===== src/rtl/xadc_drp_sampler_pkg.sv =====
// -----------------------------------------------------------------------------
// xadc_drp_package
// Shared types and constants for the XADC DRP sampler slice.
//   - xadc_drp_sampler_state_t : sequencing states of the sampler FSM
//   - XADC_DRP_ADDR_*          : default DRP result-register addresses
//   - XADC_DRP_SAMPLE_*_IDX    : where the 12-bit conversion sits in a DRP word
// -----------------------------------------------------------------------------
package xadc_drp_package;

    typedef enum logic [1:0] {
        SAMPLER_IDLE         = 2'd0,
        SAMPLER_WAIT_VOLTAGE = 2'd1,
        SAMPLER_WAIT_CURRENT = 2'd2,
        SAMPLER_COMMIT       = 2'd3
    } xadc_drp_sampler_state_t;

    localparam logic [6:0] XADC_DRP_ADDR_VPVN  = 7'h03;
    localparam logic [6:0] XADC_DRP_ADDR_VAUX0 = 7'h10;

    // The XADC left-justifies its 12-bit result inside the 16-bit DRP word.
    localparam int XADC_DRP_SAMPLE_MSB_IDX = 15;
    localparam int XADC_DRP_SAMPLE_LSB_IDX = 4;

endpackage


===== src/rtl/xadc_drp_sampler_read_port.sv =====
// -----------------------------------------------------------------------------
// xadc_drp_read_port
// Single DRP read engine shared by the voltage and current reads. Generates the
// den pulse, keeps drp_daddr stable between requests, runs the per-wait timeout
// counter and qualifies drdy into a completion strobe.
//   clk, rst          : clock, asynchronous active-low reset
//   req, req_addr     : issue a read this cycle to req_addr
//   waiting           : owner is waiting for read data
//   drp_den/daddr     : DRP request side
//   drp_do/drdy       : DRP response side
//   rd_done, rd_data  : read completed this cycle, with its data
//   rd_timeout        : wait expired this cycle without drdy
// -----------------------------------------------------------------------------
module xadc_drp_read_port #(
    parameter int TIMEOUT_CYCLES = 64
) (
    input  logic        clk,
    input  logic        rst,
    input  logic        req,
    input  logic [6:0]  req_addr,
    input  logic        waiting,
    output logic        drp_den,
    output logic [6:0]  drp_daddr,
    input  logic [15:0] drp_do,
    input  logic        drp_drdy,
    output logic        rd_done,
    output logic [15:0] rd_data,
    output logic        rd_timeout
);

    localparam int CNT_W = $clog2(TIMEOUT_CYCLES + 1);
    localparam logic [CNT_W-1:0] CNT_LAST = CNT_W'(TIMEOUT_CYCLES - 1);

    logic [CNT_W-1:0] wait_cnt_q, wait_cnt_d;
    logic [6:0]       daddr_q, daddr_d;

    // NOTE: every always_comb output gets a default first, so no path leaves a
    // signal unassigned and no latch is inferred.
    always_comb begin
        daddr_d    = req ? req_addr : daddr_q;
        drp_den    = req;
        // The address goes out in the same cycle as den and then holds.
        drp_daddr  = daddr_d;
        rd_done    = waiting && drp_drdy;
        rd_data    = drp_do;
        // drdy wins over an expiring counter on the last allowed cycle.
        rd_timeout = waiting && !drp_drdy && (wait_cnt_q == CNT_LAST);

        wait_cnt_d = wait_cnt_q;
        if (req) begin
            wait_cnt_d = '0;
        end else if (waiting && !drp_drdy && !rd_timeout) begin
            wait_cnt_d = wait_cnt_q + CNT_W'(1);
        end
    end

    // NOTE: sequential state uses non-blocking assignments only, so every flop
    // samples pre-edge values regardless of process ordering.
    always_ff @(posedge clk or negedge rst) begin
        if (!rst) begin
            wait_cnt_q <= '0;
            daddr_q    <= '0;
        end else begin
            wait_cnt_q <= wait_cnt_d;
            daddr_q    <= daddr_d;
        end
    end

endmodule


===== src/rtl/xadc_drp_sampler.sv =====
// -----------------------------------------------------------------------------
// xadc_drp_sampler
// On each XADC end-of-sequence pulse, reads the voltage and current-monitor
// result registers over DRP and publishes the pair on two AXI-Stream sources.
// A pair is committed to both streams in the same cycle or dropped entirely.
//   clk, rst                      : clock, asynchronous active-low reset
//   eos                           : XADC end-of-sequence pulse
//   drp_*                         : DRP master port (read-only)
//   voltage_t*, current_t*        : AXI-Stream sources, raw 16-bit DRP words
//   overrun_count                 : saturating count of dropped pairs
//   drp_timeout                   : sticky DRP read timeout flag
//   busy                          : sampler is not idle
// -----------------------------------------------------------------------------
module xadc_drp_sampler
    import xadc_drp_package::*;
#(
    parameter logic [6:0] VOLTAGE_CHANNEL_ADDR = XADC_DRP_ADDR_VPVN,
    parameter logic [6:0] CURRENT_CHANNEL_ADDR = XADC_DRP_ADDR_VAUX0,
    parameter int         DRP_TIMEOUT_CYCLES   = 64,
    parameter int         OVERRUN_COUNT_WIDTH  = 16
) (
    input  logic                           clk,
    input  logic                           rst,
    input  logic                           eos,
    output logic [6:0]                     drp_daddr,
    output logic                           drp_den,
    output logic                           drp_dwe,
    output logic [15:0]                    drp_di,
    input  logic [15:0]                    drp_do,
    input  logic                           drp_drdy,
    output logic [15:0]                    voltage_tdata,
    output logic                           voltage_tvalid,
    input  logic                           voltage_tready,
    output logic [15:0]                    current_tdata,
    output logic                           current_tvalid,
    input  logic                           current_tready,
    output logic [OVERRUN_COUNT_WIDTH-1:0] overrun_count,
    output logic                           drp_timeout,
    output logic                           busy
);

    xadc_drp_sampler_state_t state_q, state_d;

    logic                           eos_q, pending_q, pending_d;
    logic [15:0]                    voltage_hold_q, voltage_hold_d;
    logic [15:0]                    current_hold_q, current_hold_d;
    logic [15:0]                    voltage_tdata_q, voltage_tdata_d;
    logic [15:0]                    current_tdata_q, current_tdata_d;
    logic                           voltage_tvalid_q, voltage_tvalid_d;
    logic                           current_tvalid_q, current_tvalid_d;
    logic [OVERRUN_COUNT_WIDTH-1:0] overrun_q, overrun_d;
    logic                           timeout_q, timeout_d;

    logic        trigger, rd_req, rd_waiting, rd_done, rd_timeout;
    logic [6:0]  rd_addr;
    logic [15:0] rd_data;
    logic        free_v, free_c;

    // eos is registered once; this sets den(V) one cycle after the pulse.
    assign trigger = eos_q || pending_q;

    xadc_drp_read_port #(
        .TIMEOUT_CYCLES (DRP_TIMEOUT_CYCLES)
    ) u_read_port (
        .clk        (clk),
        .rst        (rst),
        .req        (rd_req),
        .req_addr   (rd_addr),
        .waiting    (rd_waiting),
        .drp_den    (drp_den),
        .drp_daddr  (drp_daddr),
        .drp_do     (drp_do),
        .drp_drdy   (drp_drdy),
        .rd_done    (rd_done),
        .rd_data    (rd_data),
        .rd_timeout (rd_timeout)
    );

    // ---- FSM: state register ----
    always_ff @(posedge clk or negedge rst) begin
        if (!rst) state_q <= SAMPLER_IDLE;
        else      state_q <= state_d;
    end

    // ---- FSM: next state ----
    always_comb begin
        state_d = state_q;
        unique case (state_q)
            SAMPLER_IDLE:         if (trigger) state_d = SAMPLER_WAIT_VOLTAGE;
            SAMPLER_WAIT_VOLTAGE: if (rd_done) state_d = SAMPLER_WAIT_CURRENT;
                                  else if (rd_timeout) state_d = SAMPLER_IDLE;
            SAMPLER_WAIT_CURRENT: if (rd_done) state_d = SAMPLER_COMMIT;
                                  else if (rd_timeout) state_d = SAMPLER_IDLE;
            SAMPLER_COMMIT:       state_d = SAMPLER_IDLE;
            default:              state_d = SAMPLER_IDLE;
        endcase
    end

    // ---- FSM: outputs ----
    // The current read is issued in the same cycle the voltage data lands.
    always_comb begin
        rd_req     = ((state_q == SAMPLER_IDLE) && trigger) ||
                     ((state_q == SAMPLER_WAIT_VOLTAGE) && rd_done);
        rd_addr    = (state_q == SAMPLER_IDLE) ? VOLTAGE_CHANNEL_ADDR : CURRENT_CHANNEL_ADDR;
        rd_waiting = (state_q == SAMPLER_WAIT_VOLTAGE) || (state_q == SAMPLER_WAIT_CURRENT);
        busy       = (state_q != SAMPLER_IDLE);
    end

    // ---- Datapath ----
    always_comb begin
        free_v = !voltage_tvalid_q || voltage_tready;
        free_c = !current_tvalid_q || current_tready;

        // Only one sequence is queued; the idle cycle that launches it clears it.
        pending_d = pending_q;
        if (state_q == SAMPLER_IDLE) pending_d = 1'b0;
        else if (eos_q)              pending_d = 1'b1;

        voltage_hold_d = voltage_hold_q;
        current_hold_d = current_hold_q;
        if (rd_done && (state_q == SAMPLER_WAIT_VOLTAGE)) voltage_hold_d = rd_data;
        if (rd_done && (state_q == SAMPLER_WAIT_CURRENT)) current_hold_d = rd_data;
        if (rd_timeout) begin
            voltage_hold_d = '0;
            current_hold_d = '0;
        end
        timeout_d = timeout_q || rd_timeout;

        voltage_tdata_d  = voltage_tdata_q;
        current_tdata_d  = current_tdata_q;
        voltage_tvalid_d = voltage_tvalid_q && !voltage_tready;
        current_tvalid_d = current_tvalid_q && !current_tready;
        overrun_d        = overrun_q;

        if (state_q == SAMPLER_COMMIT) begin
            if (free_v && free_c) begin
                voltage_tdata_d  = voltage_hold_q;
                current_tdata_d  = current_hold_q;
                voltage_tvalid_d = 1'b1;
                current_tvalid_d = 1'b1;
            end else if (overrun_q != '1) begin
                overrun_d = overrun_q + OVERRUN_COUNT_WIDTH'(1);
            end
        end
    end

    always_ff @(posedge clk or negedge rst) begin
        if (!rst) begin
            eos_q            <= 1'b0;
            pending_q        <= 1'b0;
            voltage_hold_q   <= '0;
            current_hold_q   <= '0;
            voltage_tdata_q  <= '0;
            current_tdata_q  <= '0;
            voltage_tvalid_q <= 1'b0;
            current_tvalid_q <= 1'b0;
            overrun_q        <= '0;
            timeout_q        <= 1'b0;
        end else begin
            eos_q            <= eos;
            pending_q        <= pending_d;
            voltage_hold_q   <= voltage_hold_d;
            current_hold_q   <= current_hold_d;
            voltage_tdata_q  <= voltage_tdata_d;
            current_tdata_q  <= current_tdata_d;
            voltage_tvalid_q <= voltage_tvalid_d;
            current_tvalid_q <= current_tvalid_d;
            overrun_q        <= overrun_d;
            timeout_q        <= timeout_d;
        end
    end

    assign drp_dwe        = 1'b0;
    assign drp_di         = '0;
    assign voltage_tdata  = voltage_tdata_q;
    assign voltage_tvalid = voltage_tvalid_q;
    assign current_tdata  = current_tdata_q;
    assign current_tvalid = current_tvalid_q;
    assign overrun_count  = overrun_q;
    assign drp_timeout    = timeout_q;

endmodule


===== config.mk =====
export PLATFORM = sky130hd
export DESIGN_NAME = xadc_drp_sampler
export DESIGN_NICKNAME = d
export VERILOG_FILES = /design/src/rtl/xadc_drp_sampler_pkg.sv /design/src/rtl/xadc_drp_sampler_read_port.sv /design/src/rtl/xadc_drp_sampler.sv
export SDC_FILE = /design/constraint.sdc
export NUM_CORES = 1
export LEC_CHECK = 0
export ABC_AREA = 1
export ABC_CLOCK_PERIOD_IN_PS = 2040
export CORE_ASPECT_RATIO = 0.75
export CORE_MARGIN = 1.5
export CORE_UTILIZATION = 45
export DETAILED_ROUTE_END_ITERATION = 12
export PLACE_DENSITY = 0.68
export SLEW_MARGIN = 10
export SYNTH_ARGS = -nofsm -noshare
export SYNTH_HDL_FRONTEND = slang
export SYNTH_SLANG_ARGS = --single-unit

===== constraint.sdc =====
create_clock -name clk -period 2.04 [get_ports clk]
set_input_delay 0.306 -clock clk [delete_from_list [all_inputs] [get_ports clk]]
set_output_delay 0.306 -clock clk [all_outputs]
set_load 0.1 [all_outputs]

==> qor.yml <==
status: "complete, but fails checks"
violations: "negative setup slack"
setup_viol: 8
r2r_slack_ps: 190
first_iter_violations: 200
cp.arrival_ps: 1790
grt_util_met2_pct: 26.6
end_kind: "output pin"
yosys.area.top_type: "dfrtp_1"
grt_pass1_wl_mm: 15.4
globalRouteMet1Util_pct: 26.5
coreArea_um2: 9740
nNetsFinal: 608
synth_top_flop_cell: "dfrtp_1"
crit_fanout: 4
fp.dieArea_um2: 10700
synth_cells: 481
cpMaxStageDelayCell: "dfrtp_2"
syn_to_final_growth_pct: 32.6
cp.required_ps: 1730
synth_seq_area_share_pct: 55.7
syn_avg_cell_area_um2: 9.43
critical_path_class: "reg2out"
gp_congestion: 0.830
antenna_found_initial: 0
die_x_um: 119
synth-seq-cells: 101
grt_overflow: 0
vias: 3401
period_needed_ps: 2100
hold_path.class: "in2async"
worst_slack_ps: -55.1
io_pins: 99
totalWireLength_mm: 9.25
cts_buffer_depth: 2
antenna_cells: 0
finalHoldViolCount: 0
utilization_pct: 61.8
r2r_end: "voltage_hold_q[2]$_DFFE_PN0P_"
rr_startpoint: "state_q[0]$_DFFE_PN0P_"
netlist_top_cells_area: "dfrtp_1 (56%), nand2_1 (13%), mux2_2 (7.9%), inv_1 (3.1%), buf_4 (2.8%)"
ctsHtreeMaxLevel: 3
dieHeight_um: 89.9
port_buffers: 81
first_global_vias: 3163
path_cells: "inv_2 -> ha_4 -> clkinvlp_4 -> o21ai_4 -> buf_6 -> nand2_8 -> o21a_4 -> buf_12"
reg2reg_depth: 10
cts_tree: "yes"
cp_slowest_stage_delay_ps: 440
rows: 31
start_kind: "flop"
grtUsageMet3_pct: 4.76
synthArstFlopShare_pct: 100
crit_family: "buffers and inverters"
cts_root_buffer: "clkbuf_16"
initial_core_util_pct: 46.6
clock_latency_ps: 330
cap_violations: 0
wl_per_cell_um: 12.9
clock_skew_ps: 5.33
synthTopCellsByCount: "nand2_1 (157), dfrtp_1 (101), inv_1 (38), mux2_2 (32), nor2_1 (28)"
drive_above_1_share_pct: 28.5
drc_errors: 0
dp_hpwl_mm: 6.57
grt_max_degree: 54
rsz0062_at_grt: "yes"
path_buf_inv: 4
period_share_pct: 103
drv_slew: 0
synth_warnings: 0
yosysMostFrequentCell: "nand2_1"
synth_cell_type_count: 28
cts_made_buffers: 9
synth-edff-count: 0
track_usage_pct: 18.0
firstDrtPassIters: 4
busiest_layer: "met2"
cts_sinks: 101
path_clk_slew_ps: 70
synth_area_um2: 4540
via_per_inst: 4.74
max_freq_mhz: 477
synth_top_area_share_pct: 55.7
cp.depth: 8
antenna_left: 0
worst max path at each step:
stage / from / to / slack (ps)
after global placement: drp_drdy / drp_daddr[1] / 110
after CTS: state_q[0]$_DFFE_PN0P_ / drp_daddr[0] / -60
after detailed placement: drp_drdy / drp_daddr[0] / 80
after floorplan: state_q[1]$_DFFE_PN0P_ / drp_daddr[4] / -360
after global routing: state_q[0]$_DFFE_PN0P_ / drp_daddr[4] / -120
final: state_q[0]$_DFFE_PN0P_ / drp_daddr[4] / -60
layout make-up:
cell class,count,area (um2)
Multi-Input combinational cell,326,1860
Tap cell,132,165
Timing Repair Buffer,102,976
Clock inverter,7,82.6
Inverter,40,168
Clock buffer,9,225
Sequential cell,101,2540
Fill cell,847,3720
cell families (layout without fill, tap and decap cells):
| logic type | count (synthesis) | after routing | share of synthesized area, % |
|---|---|---|---|
| xor gates and xnor gates | 9 | 9 | 1.74 |
| AOI/OAI and AO/OA | 46 | 46 | 5.57 |
| muxes | 32 | 32 | 7.94 |
| buffers and inverters | 70 | 158 | 7.94 |
| and+or+nand+nor | 216 | 216 | 19.3 |
| DFF | 101 | 101 | 55.7 |
| other | 1 | 17 | 0.0827 |
| adders and majority gates | 6 | 6 | 1.66 |
repair_timing:
item,CTS,global route
hold buffers,1,0
pin swaps,3,4
resized for setup,10,12
setup endpoints to repair,8,17
endpoints found under the hold margin,20,0
buffers inserted,6,5
flip-flops by register name, summed over array words and instances (netlist names):
name / cells
current_tdata: 16
overrun_count: 16
drp_timeout: 1
voltage_tdata: 16
u_read_port.daddr_q: 7
current_hold_q: 16
state_q: 2
eos_q: 1
u_read_port.wait_cnt_q: 7
pending_q: 1
current_tvalid: 1
voltage_hold_q: 16
voltage_tvalid: 1
through the flow:
step	TNS, ps	cell area, um2	worst slack (ps)	hold slack [ps]	instances
floorplan	-2120	4730	-364	10.4	497
global placement	0	5540	106	219	689
detailed placement	0	5540	82.8	222	689
CTS	-418	5930	-65.0	394	712
global route	-708	6010	-116	420	717
finish	-214	6010	-55.1	403	717
cells in the final DEF (no fill, tap or decap), types with 3 or more instances in the layout:
cell type | netlist | final
xnor2_1 | 8 | 8
nand4_1 | 9 | 9
o21ai_0 | 24 | 23
nand2_1 | 157 | 151
clkinvlp_4 | 0 | 4
ha_1 | 6 | 4
clkbuf_16 | 0 | 9
clkdlybuf4s50_1 | 0 | 20
nand2_2 | 2 | 3
dfrtp_1 | 101 | 93
inv_2 | 2 | 3
conb_1 | 1 | 17
nor2_4 | 1 | 5
nor2_2 | 2 | 3
nand3_1 | 15 | 15
o21ai_1 | 16 | 16
mux2_2 | 32 | 32
dfrtp_2 | 0 | 8
buf_12 | 0 | 12
nand2_8 | 0 | 5
nor2_1 | 28 | 23
inv_1 | 38 | 33
buf_4 | 17 | 67
routing by layer:
layer | vias up | share of wire, % | wire length, um
li1 | 1694 | - | -
met1 | 1614 | 48 | 4480
met2 | 82 | 46 | 4240
met3 | 11 | 4.7 | 438
met4 | 0 | 1.0 | 97
met5 | - | 0 | 0
Power is left out: the tool's default activity adds up to more than one toggle a clock period on the data nets, which glitch-free logic cannot reach.
